--- config.mk ---
export PLATFORM = sky130hd
export DESIGN_NAME = bin_to_bcd_seq
export DESIGN_NICKNAME = d
export VERILOG_FILES = /design/src/rtl/bin_to_bcd_seq_pkg.sv /design/src/rtl/bcd_digit_adj.sv /design/src/rtl/bin_to_bcd_seq.sv
export SDC_FILE = /design/constraint.sdc
export NUM_CORES = 1
export LEC_CHECK = 0
export CORE_ASPECT_RATIO = 0.5
export CORE_MARGIN = 2
export CORE_UTILIZATION = 49
export DETAILED_ROUTE_END_ITERATION = 6
export PLACE_DENSITY = 0.75
export SYNTH_ARGS = -nofsm -noshare
export SYNTH_HDL_FRONTEND = slang
export SYNTH_SLANG_ARGS = --single-unit
--- constraint.sdc ---
create_clock -name clk -period 1.4 [get_ports clk]
set_clock_uncertainty 0.1 [all_clocks]
set_input_delay 0.28 -clock clk [delete_from_list [all_inputs] [get_ports clk]]
set_output_delay 0.28 -clock clk [all_outputs]
set_load 0.05 [all_outputs]
--- src/rtl/bin_to_bcd_seq_pkg.sv ---
// Shared types and sizing helpers for the sequential binary-to-BCD converter.
package bin_bcd_pkg;

    typedef enum logic [1:0] {
        IDLE  = 2'd0,
        SHIFT = 2'd1,
        DONE  = 2'd2
    } state_e;

    localparam int unsigned DIGIT_W = 4;

    // Packed BCD width for a given digit count.
    function automatic int unsigned bcd_width(input int unsigned digits);
        return DIGIT_W * digits;
    endfunction

    // Shift counter must be able to hold the value WIDTH itself.
    function automatic int unsigned cnt_width(input int unsigned width);
        return $clog2(width + 1);
    endfunction

endpackage

--- src/rtl/bcd_digit_adj.sv ---
// One BCD digit correction step of double-dabble: values of 5 or more get +3
// so the following left shift carries into the next digit at 10.
module bcd_digit_adj
    import bin_bcd_pkg::*;
(
    input  logic [DIGIT_W-1:0] digit_i,
    output logic [DIGIT_W-1:0] adj_o_c
);

    always_comb begin
        adj_o_c = digit_i;
        if (digit_i >= DIGIT_W'(5)) begin
            adj_o_c = digit_i + DIGIT_W'(3);
        end
    end

endmodule

--- src/rtl/bin_to_bcd_seq.sv ---
// Sequential binary-to-BCD converter (shift-add-3), one bit per clock, with
// start/busy/done handshake, optional two's-complement input and overflow flag.
module bin_to_bcd_seq
    import bin_bcd_pkg::*;
#(
    parameter int unsigned WIDTH  = 8,
    parameter int unsigned DIGITS = 3,
    parameter bit          SIGNED = 1'b0
) (
    input  logic                           clk,
    input  logic                           rst_n,
    input  logic                           start,
    input  logic [WIDTH-1:0]               b,
    output logic                           busy,
    output logic                           done,
    output logic [bcd_width(DIGITS)-1:0]   d,
    output logic                           neg,
    output logic                           ovf
);

    localparam int unsigned BCD_W = bcd_width(DIGITS);
    localparam int unsigned CNT_W = cnt_width(WIDTH);

    state_e             state_q, state_d;
    logic [CNT_W-1:0]   cnt_q, cnt_d;
    logic [WIDTH-1:0]   mag_q, mag_d;
    logic [BCD_W-1:0]   bcd_q, bcd_d;
    logic               sign_q, sign_d;
    logic               ovf_int_q, ovf_int_d;
    logic               busy_q, busy_d;
    logic               done_q, done_d;
    logic [BCD_W-1:0]   d_q, d_d;
    logic               neg_q, neg_d;
    logic               ovf_q, ovf_d;

    logic [BCD_W-1:0]   adj_c;
    logic               is_neg_c;

    // Per-digit add-3 correction applied to the scratch register before each shift.
    for (genvar g = 0; g < DIGITS; g++) begin : g_adj
        bcd_digit_adj u_adj (
            .digit_i (bcd_q[g*DIGIT_W +: DIGIT_W]),
            .adj_o_c (adj_c[g*DIGIT_W +: DIGIT_W])
        );
    end

    assign is_neg_c = SIGNED && b[WIDTH-1];

    always_comb begin
        state_d   = state_q;
        cnt_d     = cnt_q;
        mag_d     = mag_q;
        bcd_d     = bcd_q;
        sign_d    = sign_q;
        ovf_int_d = ovf_int_q;
        done_d    = 1'b0;
        d_d       = d_q;
        neg_d     = neg_q;
        ovf_d     = ovf_q;

        case (state_q)
            IDLE: begin
                if (start) begin
                    // Most-negative input wraps to 2^(WIDTH-1), which is its true magnitude.
                    mag_d     = is_neg_c ? WIDTH'(~b + WIDTH'(1)) : b;
                    sign_d    = is_neg_c;
                    bcd_d     = '0;
                    cnt_d     = '0;
                    ovf_int_d = 1'b0;
                    state_d   = SHIFT;
                end
            end
            SHIFT: begin
                bcd_d     = {adj_c[BCD_W-2:0], mag_q[WIDTH-1]};
                mag_d     = {mag_q[WIDTH-2:0], 1'b0};
                ovf_int_d = ovf_int_q | adj_c[BCD_W-1];
                cnt_d     = cnt_q + CNT_W'(1);
                if (cnt_d == CNT_W'(WIDTH)) begin
                    state_d = DONE;
                end
            end
            DONE: begin
                d_d     = bcd_q;
                neg_d   = sign_q;
                ovf_d   = ovf_int_q;
                done_d  = 1'b1;
                state_d = IDLE;
            end
            default: begin
                state_d = IDLE;
            end
        endcase

        busy_d = (state_d != IDLE);
    end

    always_ff @(posedge clk or negedge rst_n) begin
        if (!rst_n) begin
            state_q   <= IDLE;
            cnt_q     <= '0;
            mag_q     <= '0;
            bcd_q     <= '0;
            sign_q    <= 1'b0;
            ovf_int_q <= 1'b0;
            busy_q    <= 1'b0;
            done_q    <= 1'b0;
            d_q       <= '0;
            neg_q     <= 1'b0;
            ovf_q     <= 1'b0;
        end else begin
            state_q   <= state_d;
            cnt_q     <= cnt_d;
            mag_q     <= mag_d;
            bcd_q     <= bcd_d;
            sign_q    <= sign_d;
            ovf_int_q <= ovf_int_d;
            busy_q    <= busy_d;
            done_q    <= done_d;
            d_q       <= d_d;
            neg_q     <= neg_d;
            ovf_q     <= ovf_d;
        end
    end

    assign busy = busy_q;
    assign done = done_q;
    assign d    = d_q;
    assign neg  = neg_q;
    assign ovf  = ovf_q;

endmodule

==> parameters.txt <==
Parameter                              Value

Synthesis
  Warnings from Yosys ... 0
  Number of distinct library cells after synthesis ... 31
  Yosys reg bits ... 42
  Part of the Yosys area used for sequential elements ... between 50% and 60%
  Post-Syn Instances ... about 200
  Largest area contributor in the netlist ... sky130_fd_sc_hd__dfrtp_1
  Synth Area per Inst ... 10.3 um^2
  Synth area leaders ... sky130_fd_sc_hd__dfrtp_1, sky130_fd_sc_hd__o21ai_0, sky130_fd_sc_hd__ha_1
  Synthesized netlist net count ... 217
  Cell area after synthesis ... just over 2000 um^2
  Synth top area share ... 51.2%

Clock tree
  Number of H-tree levels ... 2
  Clock transition at the register clock pins on the worst setup and hold paths after CTS ... approximately 80 ps
  Worst-skew pair later-pin latency ... around 290 ps
  CTS root buffer ... sky130_fd_sc_hd__clkbuf_8
  TritonCTS clock tree ... done
  Number of buffers created by CTS ... 5
  Clk sinks ... 42
  CTS Buffer Depth ... 2

Drt
  Total DRC errors in the routed layout ... 0
  Count of antenna-violating nets left after detailed routing ... 0
  Post-Route WL ... roughly 4.8 mm
  Mean routed wirelength per cell ... about 16 um
  Routed via count divided by cell count ... between 5 and 6
  Drt first pass iters ... 4
  Iter 0 DRT Violations ... roughly 120
  Via Count ... between 1500 and 2000

GRT
  Most heavily used metal layer in global routing ... met2
  Global routing usage on met3 ... roughly 5.4%
  Via count of the first global-routing pass ... 1738
  Met1 Usage GRT ... about a quarter
  Wire length of the first global-routing pass ... a little under 8 mm
  Global route overflow ... 0
  Initial antenna violation count ... 0
  Met2 demand-to-capacity share in global routing ... 37.6%
  Largest net degree at the start of global routing ... between 40 and 50
  GRT Overall Usage ... 22.0%

Timing
  Clock period minus worst slack ... approximately 1400 ps
  Number of hold violations in the final report ... 0
  Fmax ... 721 MHz
  Setup violation total in the final timing report ... 0
  Fraction of the cycle the final worst path needs ... 99.0%
  Setup repair after global routing missed its margin ... yes
  Sum Neg Setup Slack ... 0 ps
  Final-report max-slew violation count ... 0

Die
  Number of rows in the core area ... 16
  Starting Density ... roughly 52%
  Die span in y ... between 40 and 50 um
  I/O pins ... 27
  Die X ... roughly 96 um
  Total Die Area ... around 4800 um^2
  Core Region ... between 3000 and 4000 um^2

Layout
  Layout cells sized above 1 ... about 33%
  Final Instance Count excl. Fillers ... 308
  Area overhead of the layout relative to synthesis ... 43.1%
  Net count, final ... about 270
  Antenna diode instance count ... 0
  Final cell area excluding filler cells ... 2940 um^2

Hold path
  Worst min-delay path class ... in2async

Power and ir drop
  Worst VDD drop ... 0.815 mV
  Internal portion of total power ... roughly 4.1 mW
  Combinational fraction of design power ... around 55%
  Clock Power Share ... between 10% and 20%
  Power share of the sequential group ... 30.7%
  Switching power ... around 2.7 mW
  Cell Pwr Density ... around 2300 nW/um^2
  Power Total ... between 6 and 7 mW
  LEAKAGE ... 1.31 nW
  Proportion of total power due to net switching ... between 30% and 40%

Place
  Cell area after placement ... about 2700 um^2
  Estimated wirelength of the detail-placed design ... around 3.2 mm
  Count of input and output buffers ... 25
  Final RePlAce weighted congestion ... between 0.8 and 0.9
  Placed instance count ... approximately 290

Status
  Result of the run ... finished clean

Worst setup path
  Kind of end point of the critical path ... flip-flop
  Kind of cell adding the most delay to the critical path ... flip-flops
  Number of buffer and inverter instances along the worst setup path ... 1
  Critical path launch point type ... flip-flop
  Delay contributed by the slowest stage of the critical path ... around 380 ps
  Crit path cell chain ... buf_4 > ha_2 > nor2b_4 > o21a_1 > o221ai_1
  Critical path required time ... 1460 ps
  Category of the critical setup timing path ... reg2reg
  Slowest CP cell ... sky130_fd_sc_hd__dfrtp_1
  Max FO, Critical Path ... 3
  Arrival time of the worst setup path ... between 1000 and 1500 ps

Job
  Number of max-cap violations ... 0
-- cells by family (layout without fill, tap and decap cells) --
group / Yosys count / count (layout) / share of synthesized area, %
XOR/XNOR: 5 / 5 / 2.13
multiplexers: 1 / 1 / 0.548
AND/OR/NAND/NOR: 45 / 45 / 11.0
other: 1 / 1 / 0.183
flip-flops: 42 / 42 / 51.2
adder cells (fa/ha/maj): 7 / 7 / 4.26
AO/OA/AOI/OAI: 71 / 71 / 23.3
buffers and inverters: 27 / 82 / 7.37
-- Yosys cell counts --
master                      instances
sky130_fd_sc_hd__mux2_2             1
sky130_fd_sc_hd__nand3_1            1
sky130_fd_sc_hd__buf_6              4
sky130_fd_sc_hd__buf_2              3
sky130_fd_sc_hd__nand2b_1           6
sky130_fd_sc_hd__ha_1               7
sky130_fd_sc_hd__nand2_1           23
sky130_fd_sc_hd__inv_1             14
sky130_fd_sc_hd__a41oi_1            1
sky130_fd_sc_hd__clkbuf_1           1
sky130_fd_sc_hd__and2b_1            1
sky130_fd_sc_hd__and4_1             1
sky130_fd_sc_hd__a22o_1             2
sky130_fd_sc_hd__xnor2_1            4
sky130_fd_sc_hd__buf_4              4
sky130_fd_sc_hd__o211ai_1           3
sky130_fd_sc_hd__o21bai_4           1
sky130_fd_sc_hd__clkbuf_2           1
sky130_fd_sc_hd__conb_1             1
sky130_fd_sc_hd__o221ai_1           3
sky130_fd_sc_hd__a21oi_1            8
sky130_fd_sc_hd__o21ai_0           28
sky130_fd_sc_hd__dfrtp_1           42
sky130_fd_sc_hd__o21a_1             3
sky130_fd_sc_hd__xor2_1             1
sky130_fd_sc_hd__a32o_1             3
sky130_fd_sc_hd__o32ai_1            2
sky130_fd_sc_hd__o2111ai_1          6
sky130_fd_sc_hd__nor2b_1           13
sky130_fd_sc_hd__o31ai_1            4
sky130_fd_sc_hd__a22oi_1            7
-- registers in the layout (all words and copies together), names as in the netlist --
| signal | cells |
|---|---|
| done | 1 |
| bcd_q | 12 |
| cnt_q | 4 |
| ovf | 1 |
| mag_q | 8 |
| state_q | 2 |
| ovf_int_q | 1 |
| d | 12 |
| busy | 1 |
-- worst paths after layout --
check                           slack (ps)  cells past startpoint               endpoint                  start
worst max-delay path                    10                      5   bcd_q[1]$_DFFE_PN0P_   bcd_q[0]$_DFFE_PN0P_
worst min-delay path                   390                      3   mag_q[3]$_DFFE_PN0P_                  rst_n
worst max register to register          10                      5   bcd_q[1]$_DFFE_PN0P_   bcd_q[0]$_DFFE_PN0P_
worst min register to register         410                      1  bcd_q[11]$_DFFE_PN0P_  bcd_q[11]$_DFFE_PN0P_
max in group asynchronous              600                      3   state_q[1]$_DFF_PN0_                  rst_n
min in group clk                       410                      1  bcd_q[11]$_DFFE_PN0P_  bcd_q[11]$_DFFE_PN0P_
-- cells in the final DEF (no fill, tap or decap), types with 7 or more instances in the layout --
| cell | synthesis | routed |
|---|---|---|
| sky130_fd_sc_hd__nand2_1 | 23 | 23 |
| sky130_fd_sc_hd__inv_1 | 14 | 10 |
| sky130_fd_sc_hd__nor2b_1 | 13 | 9 |
| sky130_fd_sc_hd__buf_4 | 4 | 31 |
| sky130_fd_sc_hd__o21ai_0 | 28 | 25 |
| sky130_fd_sc_hd__a22oi_1 | 7 | 7 |
| sky130_fd_sc_hd__buf_12 | 0 | 18 |
| sky130_fd_sc_hd__dfrtp_1 | 42 | 40 |
| sky130_fd_sc_hd__a21oi_1 | 8 | 8 |
| sky130_fd_sc_hd__clkdlybuf4s50_1 | 0 | 8 |
-- final cells by class --
class / instances / area [um^2]
timing repair buffer: 61 / 712
tap: 54 / 67.6
inverter: 14 / 52.6
fill: 268 / 1020
clock inverter: 1 / 30.0
sequential: 42 / 1050
clock buffer: 6 / 82.6
multi-input combinational: 130 / 942
-- per-stage QoR --
step                utilization (%)  setup slack [ps]  hold WS, ps
floorplan                         -              36.3         -116
global placement               67.3              -251          166
detailed placement             67.3              -303          169
CTS                            71.9             -44.0          396
global route                   74.2             -39.6          435
finish                         74.2              13.9          392
-- routing by layer --
| layer | wire length, um | vias up |
|---|---|---|
| met4 | 101 | 0 |
| met1 | 2140 | 825 |
| met3 | 179 | 10 |
| li1 | - | 816 |
| met5 | 0 | - |
| met2 | 2360 | 47 |
-- what timing repair did --
item,in CTS,in global routing
endpoints found under the setup margin,10,21
resized for setup,12,21
setup buffers,3,4
hold endpoints to repair,42,0
pin swaps,1,4
hold buffers,1,0
-- tightest hold or removal path, delay by kind of cell --
family | cells | cell delay [ps]
buf+inv | 3 | 870
-- power groups by stage --
stage / combinational, mW / sequential, mW / clock [mW]
detailed placement: 3.35 / 2.11 / 0
CTS: 3.52 / 2.09 / 0.985
floorplan: 1.57 / 2.46 / 0
global route: 4.08 / 2.17 / 1.05
finish: 3.79 / 2.11 / 0.979
global placement: 3.21 / 2.09 / 0
No activity file was read; power rests on OpenSTA's default activity.
